--- src/rtl/conj_mon_pkg.sv ---
// Shared definitions for the req/gnt conjunction delay monitor: delay limits,
// the per-attempt outcome encoding and the saturating counter helper.
package conj_mon_pkg;

    localparam int MAX_DLY = 16;
    localparam int MAX_CH  = 32;
    localparam int MAX_CNT_W = 32;

    typedef enum logic [1:0] {
        NONE = 2'd0,
        PASS = 2'd1,
        FAIL = 2'd2
    } outcome_t;

    // Increment by one unless the value already sits at its ceiling.
    function automatic logic [31:0] sat_inc(input logic [31:0] val,
                                            input logic [31:0] max_val);
        logic [31:0] res_s;
        if (val >= max_val) begin
            res_s = val;
        end else begin
            res_s = val + 32'd1;
        end
        return res_s;
    endfunction

endpackage

--- src/rtl/conj_mon_chan.sv ---
// One monitor channel: tracks every launched attempt through an alive shift
// register, checks gnt at both obligation ages, and keeps the channel's
// pulses, sticky failure flag and saturating pass/fail counters.
module conj_mon_chan
    import conj_mon_pkg::*;
#(
    parameter int DLY_A = 1,
    parameter int DLY_B = 2,
    parameter int CNT_W = 8
) (
    input  logic             clk,
    input  logic             rst,
    input  logic             enable,
    input  logic             req,
    input  logic             gnt,
    input  logic             sticky_clr,
    output logic             pass_pulse,
    output logic             fail_pulse,
    output logic             fail_sticky,
    output logic [CNT_W-1:0] pass_cnt,
    output logic [CNT_W-1:0] fail_cnt
);

    localparam logic [31:0] CNT_MAX = (CNT_W >= 32) ? 32'hFFFF_FFFF
                                                    : ((32'd1 << CNT_W) - 32'd1);

    // Bit k set: an attempt launched k+1 cycles ago is still pending.
    logic [DLY_B-1:0] alive_r;
    logic [DLY_B-1:0] alive_nxt_s;
    logic             launch_s;
    outcome_t         outcome_a_s;
    outcome_t         outcome_b_s;
    logic             pass_s;
    logic             fail_s;

    logic             pass_pulse_r;
    logic             fail_pulse_r;
    logic             fail_sticky_r;
    logic [CNT_W-1:0] pass_cnt_r;
    logic [CNT_W-1:0] fail_cnt_r;

    assign launch_s = req & enable;

    // Judge the attempts that reach either obligation age this cycle.
    always_comb begin
        outcome_a_s = NONE;
        outcome_b_s = NONE;
        if (alive_r[DLY_A-1] && !gnt) begin
            outcome_a_s = FAIL;
        end else begin
            outcome_a_s = NONE;
        end
        if (alive_r[DLY_B-1]) begin
            if (gnt) begin
                outcome_b_s = PASS;
            end else begin
                outcome_b_s = FAIL;
            end
        end else begin
            outcome_b_s = NONE;
        end
    end

    // Both checks see the same gnt, so pass and a first-stage fail exclude
    // each other; two fails in one cycle merge into a single pulse.
    always_comb begin
        pass_s = 1'b0;
        fail_s = 1'b0;
        case (outcome_b_s)
            PASS:    pass_s = 1'b1;
            FAIL:    fail_s = 1'b1;
            default: pass_s = 1'b0;
        endcase
        if (outcome_a_s == FAIL) begin
            fail_s = 1'b1;
        end else begin
            fail_s = fail_s;
        end
    end

    // Age every attempt by one; an attempt failing its first check is killed.
    always_comb begin
        alive_nxt_s        = {alive_r[DLY_B-2:0], launch_s};
        alive_nxt_s[DLY_A] = alive_r[DLY_A-1] & gnt;
    end

    // Alive pipeline register; reset drops in-flight attempts silently.
    always_ff @(posedge clk) begin
        if (rst) begin
            alive_r <= '0;
        end else begin
            alive_r <= alive_nxt_s;
        end
    end

    // Register the outcome pulses one cycle after the decision.
    always_ff @(posedge clk) begin
        if (rst) begin
            pass_pulse_r <= 1'b0;
            fail_pulse_r <= 1'b0;
        end else begin
            pass_pulse_r <= pass_s;
            fail_pulse_r <= fail_s;
        end
    end

    // Sticky failure flag: a visible fail pulse wins over a coincident clear.
    always_ff @(posedge clk) begin
        if (rst) begin
            fail_sticky_r <= 1'b0;
        end else begin
            fail_sticky_r <= fail_pulse_r | (fail_sticky_r & ~sticky_clr);
        end
    end

    // Saturating counters advance on each visible pulse.
    always_ff @(posedge clk) begin
        if (rst) begin
            pass_cnt_r <= '0;
            fail_cnt_r <= '0;
        end else begin
            if (pass_pulse_r) begin
                pass_cnt_r <= CNT_W'(sat_inc(32'(pass_cnt_r), CNT_MAX));
            end else begin
                pass_cnt_r <= pass_cnt_r;
            end
            if (fail_pulse_r) begin
                fail_cnt_r <= CNT_W'(sat_inc(32'(fail_cnt_r), CNT_MAX));
            end else begin
                fail_cnt_r <= fail_cnt_r;
            end
        end
    end

    assign pass_pulse  = pass_pulse_r;
    assign fail_pulse  = fail_pulse_r;
    assign fail_sticky = fail_sticky_r;
    assign pass_cnt    = pass_cnt_r;
    assign fail_cnt    = fail_cnt_r;

endmodule

--- src/rtl/conj_delay_monitor.sv ---
// Multi-channel req/gnt monitor: each request requires gnt high both DLY_A
// and DLY_B cycles later. Instantiates one conj_mon_chan per channel and
// packs the per-channel counters into flat buses.
module conj_delay_monitor
    import conj_mon_pkg::*;
#(
    parameter int NUM_CH = 4,
    parameter int DLY_A  = 1,
    parameter int DLY_B  = 2,
    parameter int CNT_W  = 8
) (
    input  logic                    clk,
    input  logic                    rst,
    input  logic                    enable,
    input  logic [NUM_CH-1:0]       req,
    input  logic [NUM_CH-1:0]       gnt,
    input  logic [NUM_CH-1:0]       sticky_clr,
    output logic [NUM_CH-1:0]       pass_pulse,
    output logic [NUM_CH-1:0]       fail_pulse,
    output logic [NUM_CH-1:0]       fail_sticky,
    output logic [NUM_CH*CNT_W-1:0] pass_cnt,
    output logic [NUM_CH*CNT_W-1:0] fail_cnt
);

    // Reject unusable parameter sets while elaborating.
    if (NUM_CH < 1 || NUM_CH > MAX_CH) begin : g_bad_num_ch
        $fatal(1, "conj_delay_monitor: NUM_CH must be 1..32");
    end
    if (DLY_A < 1 || DLY_A >= DLY_B) begin : g_bad_dly_a
        $fatal(1, "conj_delay_monitor: need 1 <= DLY_A < DLY_B");
    end
    if (DLY_B > MAX_DLY) begin : g_bad_dly_b
        $fatal(1, "conj_delay_monitor: DLY_B must not exceed 16");
    end
    if (CNT_W < 1 || CNT_W > MAX_CNT_W) begin : g_bad_cnt_w
        $fatal(1, "conj_delay_monitor: CNT_W must be 1..32");
    end

    for (genvar i = 0; i < NUM_CH; i++) begin : g_ch
        conj_mon_chan #(
            .DLY_A (DLY_A),
            .DLY_B (DLY_B),
            .CNT_W (CNT_W)
        ) u_chan (
            .clk         (clk),
            .rst         (rst),
            .enable      (enable),
            .req         (req[i]),
            .gnt         (gnt[i]),
            .sticky_clr  (sticky_clr[i]),
            .pass_pulse  (pass_pulse[i]),
            .fail_pulse  (fail_pulse[i]),
            .fail_sticky (fail_sticky[i]),
            .pass_cnt    (pass_cnt[i*CNT_W +: CNT_W]),
            .fail_cnt    (fail_cnt[i*CNT_W +: CNT_W])
        );
    end

endmodule

--- config.mk ---
export PLATFORM = sky130hd
export DESIGN_NAME = conj_delay_monitor
export DESIGN_NICKNAME = d
export VERILOG_FILES = /design/src/rtl/conj_mon_pkg.sv /design/src/rtl/conj_mon_chan.sv /design/src/rtl/conj_delay_monitor.sv
export SDC_FILE = /design/constraint.sdc
export NUM_CORES = 1
export LEC_CHECK = 0
export ABC_CLOCK_PERIOD_IN_PS = 1800
export CORE_ASPECT_RATIO = 1.4
export CORE_MARGIN = 1
export CORE_UTILIZATION = 50
export CTS_BUF_LIST = sky130_fd_sc_hd__clkbuf_16
export CTS_CLUSTER_DIAMETER = 120
export DETAILED_ROUTE_END_ITERATION = 16
export PLACE_DENSITY = 0.8
export SYNTH_ARGS = -nofsm -noshare
export SYNTH_HDL_FRONTEND = slang
export SYNTH_SLANG_ARGS = --single-unit
--- constraint.sdc ---
create_clock -name clk -period 1.8 [get_ports clk]
set_input_delay 0.27 -clock clk [delete_from_list [all_inputs] [get_ports clk]]
set_output_delay 0.27 -clock clk [all_outputs]
set_load 0.02 [all_outputs]
* After elaboration in Yosys (flattened, before gate mapping)
Index checks and enable logic that the tools add are counted.
Storage, ports and cells: flip-flop bits (word level) 84, input port bits 15, output and inout bits 76, logic and storage cells 120
Cells by class: $add $sub $neg 8, $lt $le $gt $ge 8, equality and inequality tests 12, muxes and demuxes 24, bitwise gates (word level) 28, reductions and logical operators 16
Operator list (number):
- $add A8 B1 Y8 const B | 8
- $ge A8 B8 Y1 const B | 8
- $mux W2 | 12
- $eq A2 B2 Y1 const B | 8
- $reduce_and A2 Y1 | 8
- $and A1 B1 Y1 | 12
- $mux W1 | 12
- $not A1 Y1 | 12
- $eq A2 B1 Y1 const B | 4
- $logic_and A1 B1 Y1 | 4
- $logic_not A1 Y1 | 4
- $or A1 B1 Y1 | 4

* Longest topological paths before layout
Gate-level depths: netlist (run 1).
depth in word-level cells 5, gate-level depth with buffers 5

* Modules after synthesis
From an unflattened synthesis (run 1), not the netlist that was laid out.
Unflattened totals: cells, all modules 416, area, all modules 3998.8 µm²
By module, submodules not included:
- conj_mon_chan | instances 4, cells an instance 104, area each 999.7 µm², seq. area each 420.4 µm²

* Worst setup path after synthesis (run 1)
OpenSTA, ideal clock, no wires.
path kind register to register, start point register g_ch[0].u_chan.fail_cnt_r[0], end point register g_ch[0].u_chan.fail_cnt_r[5], setup time 0.121 ns, data arrival time 1.449 ns, setup slack 0.230 ns, stages on the path, launching flop included 6, buffers on the path 1, period minus slack after synthesis 1.570 ns, cells stage by stage dfxtp_1 > ha_1 > and3_1 > buf_6 > a211oi_2 > mux2_4
Between the ends: word-level cells in the longest chain between the ends 3, elaborated cells on any way between the ends 4
Ends and longest elaborated chain:
- start, declared | line conj_mon_chan.sv:40 | logic [CNT_W-1:0] fail_cnt_r;
- start signal, assigned | line conj_mon_chan.sv:128 | fail_cnt_r <= CNT_W'(sat_inc(32'(fail_cnt_r), CNT_MAX));
- start signal, assigned | line conj_mon_chan.sv:130 | fail_cnt_r <= fail_cnt_r;
- $ge A8 B8 Y1 | line conj_mon_pkg.sv:19 | if (val >= max_val) begin
- $not A1 Y1 (no source line)
- $reduce_and A2 Y1 (no source line)
Parallel ways exist; a longest one is shown, timed or not. A chain may end at the register's enable or synchronous reset.

* Worst setup path in the final report (run 1)
start point register g_ch[2].u_chan.fail_cnt_r[3], end point output port fail_cnt[19]
RTL lines:
- start, declared | line conj_mon_chan.sv:40
- start signal, assigned | line conj_mon_chan.sv:128
- start signal, assigned | line conj_mon_chan.sv:130
- end, declared | line conj_delay_monitor.sv:22 | output logic [NUM_CH*CNT_W-1:0] fail_cnt
No word-level cell between the ends.

==> flow_summary.toml, run 1 <==
[run_status]
status = "completed"

[final_layout]
final_common_cell = "clkdlybuf4s50_1"
antenna_cells = 0
fin_nets = 525
layout_common_cells = "clkdlybuf4s50_1, dfxtp_1, a21oi_1"
postLayoutCoreUtil_pct = 66.6
finalInstanceArea_um2 = 5160
multi_input_area_um2 = 2110
drive_gt1_share_pct = 11.1
num-fill-cells = 637
register_area_um2 = 1680
area_growth_pct = 28.3

[clock_tree]
cts_buffers = 9
h-tree-depth = 3
postCtsSetupRepairBufs = 0
clk_latency_ns = 0.33
root_buffer = "clkbuf_16"
clk_pin_slew_ns = 0.06
cts_sinks = 84
cts_resized = 0
cts_hold_buf = 0
cts_buffer_depth = 2
cts_tree = "built"

[synthesis]
synth_top_cell_area_share_pct = 41.8
synth_area_leaders = "dfxtp_1, mux2_4, a21oi_1, nor3_1, and3_1"
synth_top_area_cell = "dfxtp_1"
syn-num-nets = 450
yosysWarnings = 0
postSynthAreaPerCell_um2 = 9.42
synth.yosys.seq_area_share_pct = 41.8
ys_ff_latch = 84
synthCells = 427
synth_cell_types = 36
synthesis.area_um2 = 4020

[timing]
maxSlewHeadroom_pct = 71.3
setup_tns_ns = 0
hold_violations = 0
rsz0062_at_grt = "no"
min_period_ns = 1.75
skew_ns = 0.00745
drv_slew = 0
clock.fmax_mhz = 572
fin_ws_ns = 0.0527
tightestPinTransition_ns = 0.431
setup_viol = 0
period_share_pct = 97.1

[global_routing]
grt_use_total_pct = 22.0
grt_pass1_vias = 3175
grt_antenna_before_repair = 0
grt_overflow = 0
grt_max_degree = 44
grt_pass1_wl_mm = 14.7

[worst_setup_path]
regToRegStartpoint = "g_ch[3].u_chan.pass_cnt[0]"
crit_arrival_ns = 1.48
r2r_end = "g_ch[3].u_chan.pass_cnt[5]"
slowest_delay_ns = 0.66
crit_chain = "clkdlybuf4s50_1"
crit_path_end_kind = "output pin"
rr_worst_depth = 4
r2r_slack_ns = 0.22
worstSetupStartpointType = "flip-flop"
critPathKind = "flip-flop to output pin"
critPathTopFamily = "buffers and inverters"
cp_slowest_cell = "clkdlybuf4s50_1"
path_buf_inv = 1
required_ns = 1.53
crit_fanout = 9

[job]
maxCapViolCount = 0

[pwr]
intPower_mw = 2.98
p_switching_uw = 748
total_power_mw = 3.73
p_comb_share_pct = 3.7
p_leak_nw = 1.91
seq_power_share_pct = 50.5
swShare_pct = 20.1
max-vdd-ir-drop_uv = 542
p_per_area_nw_per_um2 = 722
p_clk_share_pct = 45.7

[die]
die_x_um = 77.8
dieHeight_um = 108
fp.dieArea_um2 = 8410
core_um2 = 7750
rows = 38
start_util_pct = 51.9
io_pins = 91

[routing]
vias = 3496
viasPerCell = 5.78
wl_per_cell_um = 15.0
ant_nets = 0
dr.pass1.iters = 4
wl_mm = 9.06
drtIter0Drc = 164
drc = 0

[place]
portBuffers = 90
gp_congestion = 0.831
hpwlAfterDp_mm = 6.45
dpl-instance-area_um2 = 4880
pre_cts_ws_ns = 0.228

[worst_hold_path]
holdPathStages = 2
min_from = "rst"
holdPathEnd = "g_ch[1].u_chan.pass_cnt[3]"
hold_path_class = "input port to flip-flop"
## cell type report
cell class	count	area share (%)
clock buffer	9	4.37
tap	100	2.43
timing repair buffer	96	18.4
sequential	84	32.6
clock inverter	5	0.897
multi-input combinational	305	40.9
inverter	6	0.437
## worst max path at each step
stage	startpoint	endpoint	slack, ns	cells past startpoint
floorplan	g_ch[0].u_chan.fail_cnt[0]	g_ch[0].u_chan.fail_cnt[5]	0.23	5
global placement	g_ch[0].u_chan.fail_cnt[0]	g_ch[0].u_chan.fail_cnt[5]	0.30	4
detailed placement	g_ch[0].u_chan.fail_cnt[0]	g_ch[0].u_chan.fail_cnt[5]	0.23	4
CTS	g_ch[1].u_chan.pass_cnt[3]	pass_cnt[11]	0.04	1
global route	g_ch[1].u_chan.fail_cnt[3]	fail_cnt[11]	0.004	1
finish	g_ch[2].u_chan.fail_cnt[3]	fail_cnt[19]	0.05	1
## metrics by stage
stage / std cells / hold slack (ns)
after floorplan: 427 / 0.349
after global placement: 591 / 0.461
after detailed placement: 591 / 0.464
after CTS: 605 / 0.274
after global routing: 605 / 0.295
final: 605 / 0.276
## registers in the layout (all words and copies together), names as in the netlist
name                     count
g_ch.u_chan.fail_cnt        32
g_ch.u_chan.pass_cnt        32
g_ch.u_chan.alive_r          8
g_ch.u_chan.fail_pulse       4
g_ch.u_chan.fail_sticky      4
g_ch.u_chan.pass_pulse       4
## power groups by stage
stage / Clock [mW] / Combinational (mW) / Sequential [mW]
CTS: 1.75 / 0.141 / 1.88
global placement: 0 / 0.136 / 1.92
finish: 1.70 / 0.138 / 1.88
floorplan: 0 / 0.0772 / 1.93
global route: 1.84 / 0.152 / 1.88
detailed placement: 0 / 0.140 / 1.92
## per-layer routing
layer	global-route usage, %	up-vias	wire length (um)
met5	0	-	0
li1	-	1745	-
met1	24.5	1673	3790
met3	4.89	10	380
met4	9.97	0	138
met2	39.8	68	4750
## logic make-up (layout without fill, tap and decap cells)
group                    Yosys count  after routing  synth area share (%)
AND/OR/NAND/NOR                  172            172                  24.3
adder cells (fa/ha/maj)            8              8                  2.49
AO/OA/AOI/OAI                    102            102                  18.1
flip-flops                        84             84                  41.8
buffers and inverters             38            116                  5.72
multiplexers                      23             23                  7.59
## Yosys cell counts (all sizes together)
| library cell | number |
|---|---|
| buf | 29 |
| a41oi | 1 |
| nand4 | 16 |
| mux2i | 8 |
| dfxtp | 84 |
| nand3 | 10 |
| nor2b | 17 |
| and4 | 15 |
| clkbuf | 3 |
| inv | 6 |
| nand2b | 2 |
| a21boi | 15 |
| a211oi | 20 |
| nand2 | 24 |
| nor2 | 28 |
| o21ba | 1 |
| a311oi | 9 |
| ha | 8 |
| o21bai | 2 |
| mux2 | 15 |
| a21oi | 42 |
| and4b | 1 |
| nor3 | 28 |
| and2 | 4 |
| and3 | 21 |
| nor4b | 6 |
| a31oi | 10 |
| o311a | 2 |
## worst register-to-register path, stage by stage (launching register included)
cell	delay (ns)
dfxtp_1	0.35
ha_1	0.26
and3_1	0.26
a211oi_2	0.28
mux2_4	0.32
(Power assumes the default switching activity.)
==> run 2: changes to the inputs <==
Settings changed: ABC_CLOCK_PERIOD_IN_PS 1800 to 1600, CORE_MARGIN 1 to 3, CORE_UTILIZATION 50 to 45, PLACE_DENSITY 0.8 to 0.76.
Clock period 1.8 ns to 1.6 ns, I/O delays scaled along.
==> run 2 against run 1 <==
Compared with the run above: power increased by 19%; clock skew decreased by 0.0026 ns; global-route usage down 3.7 points; wire length shrank 1.3%; critical path depth stayed put; die area grew 20%; register-to-register slack got worse by 0.12 ns; worst hold slack gained 0.075 ns; via count grew 1.1%.
==> flow_summary.toml, run 2 (synthesis gave the netlist of run 1 again) <==
[final_layout]
area_growth_pct = 29.8
register_area_um2 = 1680
postLayoutCoreUtil_pct = 60.3
layout_common_cells = "dfxtp_1, dlygate4sd2_1, a21oi_1"
multi_input_area_um2 = 2110
antenna_cells = 0
num-fill-cells = 765
final_common_cell = "dfxtp_1"
fin_nets = 533
drive_gt1_share_pct = 13.2

[worst_setup_path]
crit_path_end_kind = "output pin"
regToRegStartpoint = "g_ch[3].u_chan.pass_cnt[1]"
crit_chain = "clkdlybuf4s50_1"
critPathTopFamily = "buffers and inverters"
critPathLaunch = "g_ch[2].u_chan.fail_pulse"
cp_slowest_cell = "clkdlybuf4s50_1"
crit_fanout = 2
crit_arrival_ns = 1.28
critPathKind = "flip-flop to output pin"
required_ns = 1.36
worstSetupStartpointType = "flip-flop"
slowest_delay_ns = 0.61
path_buf_inv = 1

[die]
start_util_pct = 46.4
io_pins = 91
die_x_um = 85.9
rows = 40
fp.dieArea_um2 = 10100
core_um2 = 8660
dieHeight_um = 118

[clock_tree]
cts_buffers = 9
clk_latency_ns = 0.33
h-tree-depth = 3
root_buffer = "clkbuf_16"
cts_hold_buf = 0
cts_buffer_depth = 2
cts_tree = "built"
cts_sinks = 84
clk_pin_slew_ns = 0.06

[timing]
period_share_pct = 95.2
hold_violations = 0
setup_tns_ns = 0
drv_slew = 0
setup_viol = 0
holdWs_ns = 0.352
rsz0062_at_grt = "no"
maxSlewHeadroom_pct = 76.6
clock.fmax_mhz = 656
skew_ns = 0.00488
min_period_ns = 1.52
tightestPinTransition_ns = 0.350

[routing]
viasPerCell = 5.70
ant_nets = 0
wl_per_cell_um = 14.4
dr.pass1.iters = 4
vias = 3535
wl_mm = 8.94
drc = 0
drtIter0Drc = 116

[global_routing]
grt_use_total_pct = 18.3
grt_use_met3_pct = 5.04
grt_pass1_wl_mm = 15.4
use_met2_pct = 30.7
grt_antenna_before_repair = 0
top_usage_layer = "met2"
grt.met1_usage_pct = 22.5
grt_pass1_vias = 3356
grt_overflow = 0
grt_max_degree = 47

[worst_hold_path]
hold_path_class = "input port to flip-flop"
min_from = "rst"

[pwr]
max-vdd-ir-drop_uv = 644
p_leak_nw = 2.34
total_power_mw = 4.42
p_per_area_nw_per_um2 = 846

[place]
gp_congestion = 0.844
portBuffers = 90
hpwlAfterDp_mm = 6.45

[job]
maxCapViolCount = 0

[run_status]
status = "completed"
-- run 2: final cells by class --
type | instances | share of cell area [%]
multi-input cells | 305 | 40.5
clock buffers | 9 | 4.31
flip-flops and latches | 84 | 32.2
repair buffers | 104 | 18.5
well taps | 105 | 2.52
clock inverters | 7 | 1.61
inverters | 6 | 0.431
-- run 2: path summary, 6_finish.rpt --
path | slack, ns | end | depth (start not counted)
setup / recovery | 0.08 | fail_pulse[2] | 1
hold / removal | 0.35 | g_ch[0].u_chan.fail_sticky | 3
setup reg to reg | 0.10 | g_ch[3].u_chan.pass_cnt[5] | 4
hold reg to reg | 0.48 | g_ch[2].u_chan.alive_r[1] | 1
-- run 2: power breakdown --
part | internal (mW) | switching, mW | leakage (nW)
logic | 0.0778 | 0.0853 | 1.50
clock network | 1.35 | 0.789 | 0.155
registers | 2.11 | 0.0115 | 0.678
-- run 2: what timing repair did --
item,in CTS,in global routing
gates resized for setup,62,8
pin swaps,0,2
buffers inserted,0,0
endpoints found under the setup margin,62,9
endpoints found under the hold margin,0,0
-- run 2: layer usage --
| layer | share of wire (%) | up-vias |
|---|---|---|
| met2 | 51 | 76 |
| li1 | - | 1762 |
| met5 | 0 | - |
| met3 | 4.1 | 9 |
| met4 | 1.3 | 0 |
| met1 | 44 | 1688 |
-- run 2: per-stage QoR --
stage          cells  setup slack, ns  cell area (um2)
2_1_floorplan    427           0.0295             4020
3_5_place_dp     604           0.0498             4970
6_report         620           0.0766             5220
3_3_place_gp     604            0.101             4970
4_1_cts          620       0.00000777             5200
5_1_grt          620           0.0153             5220
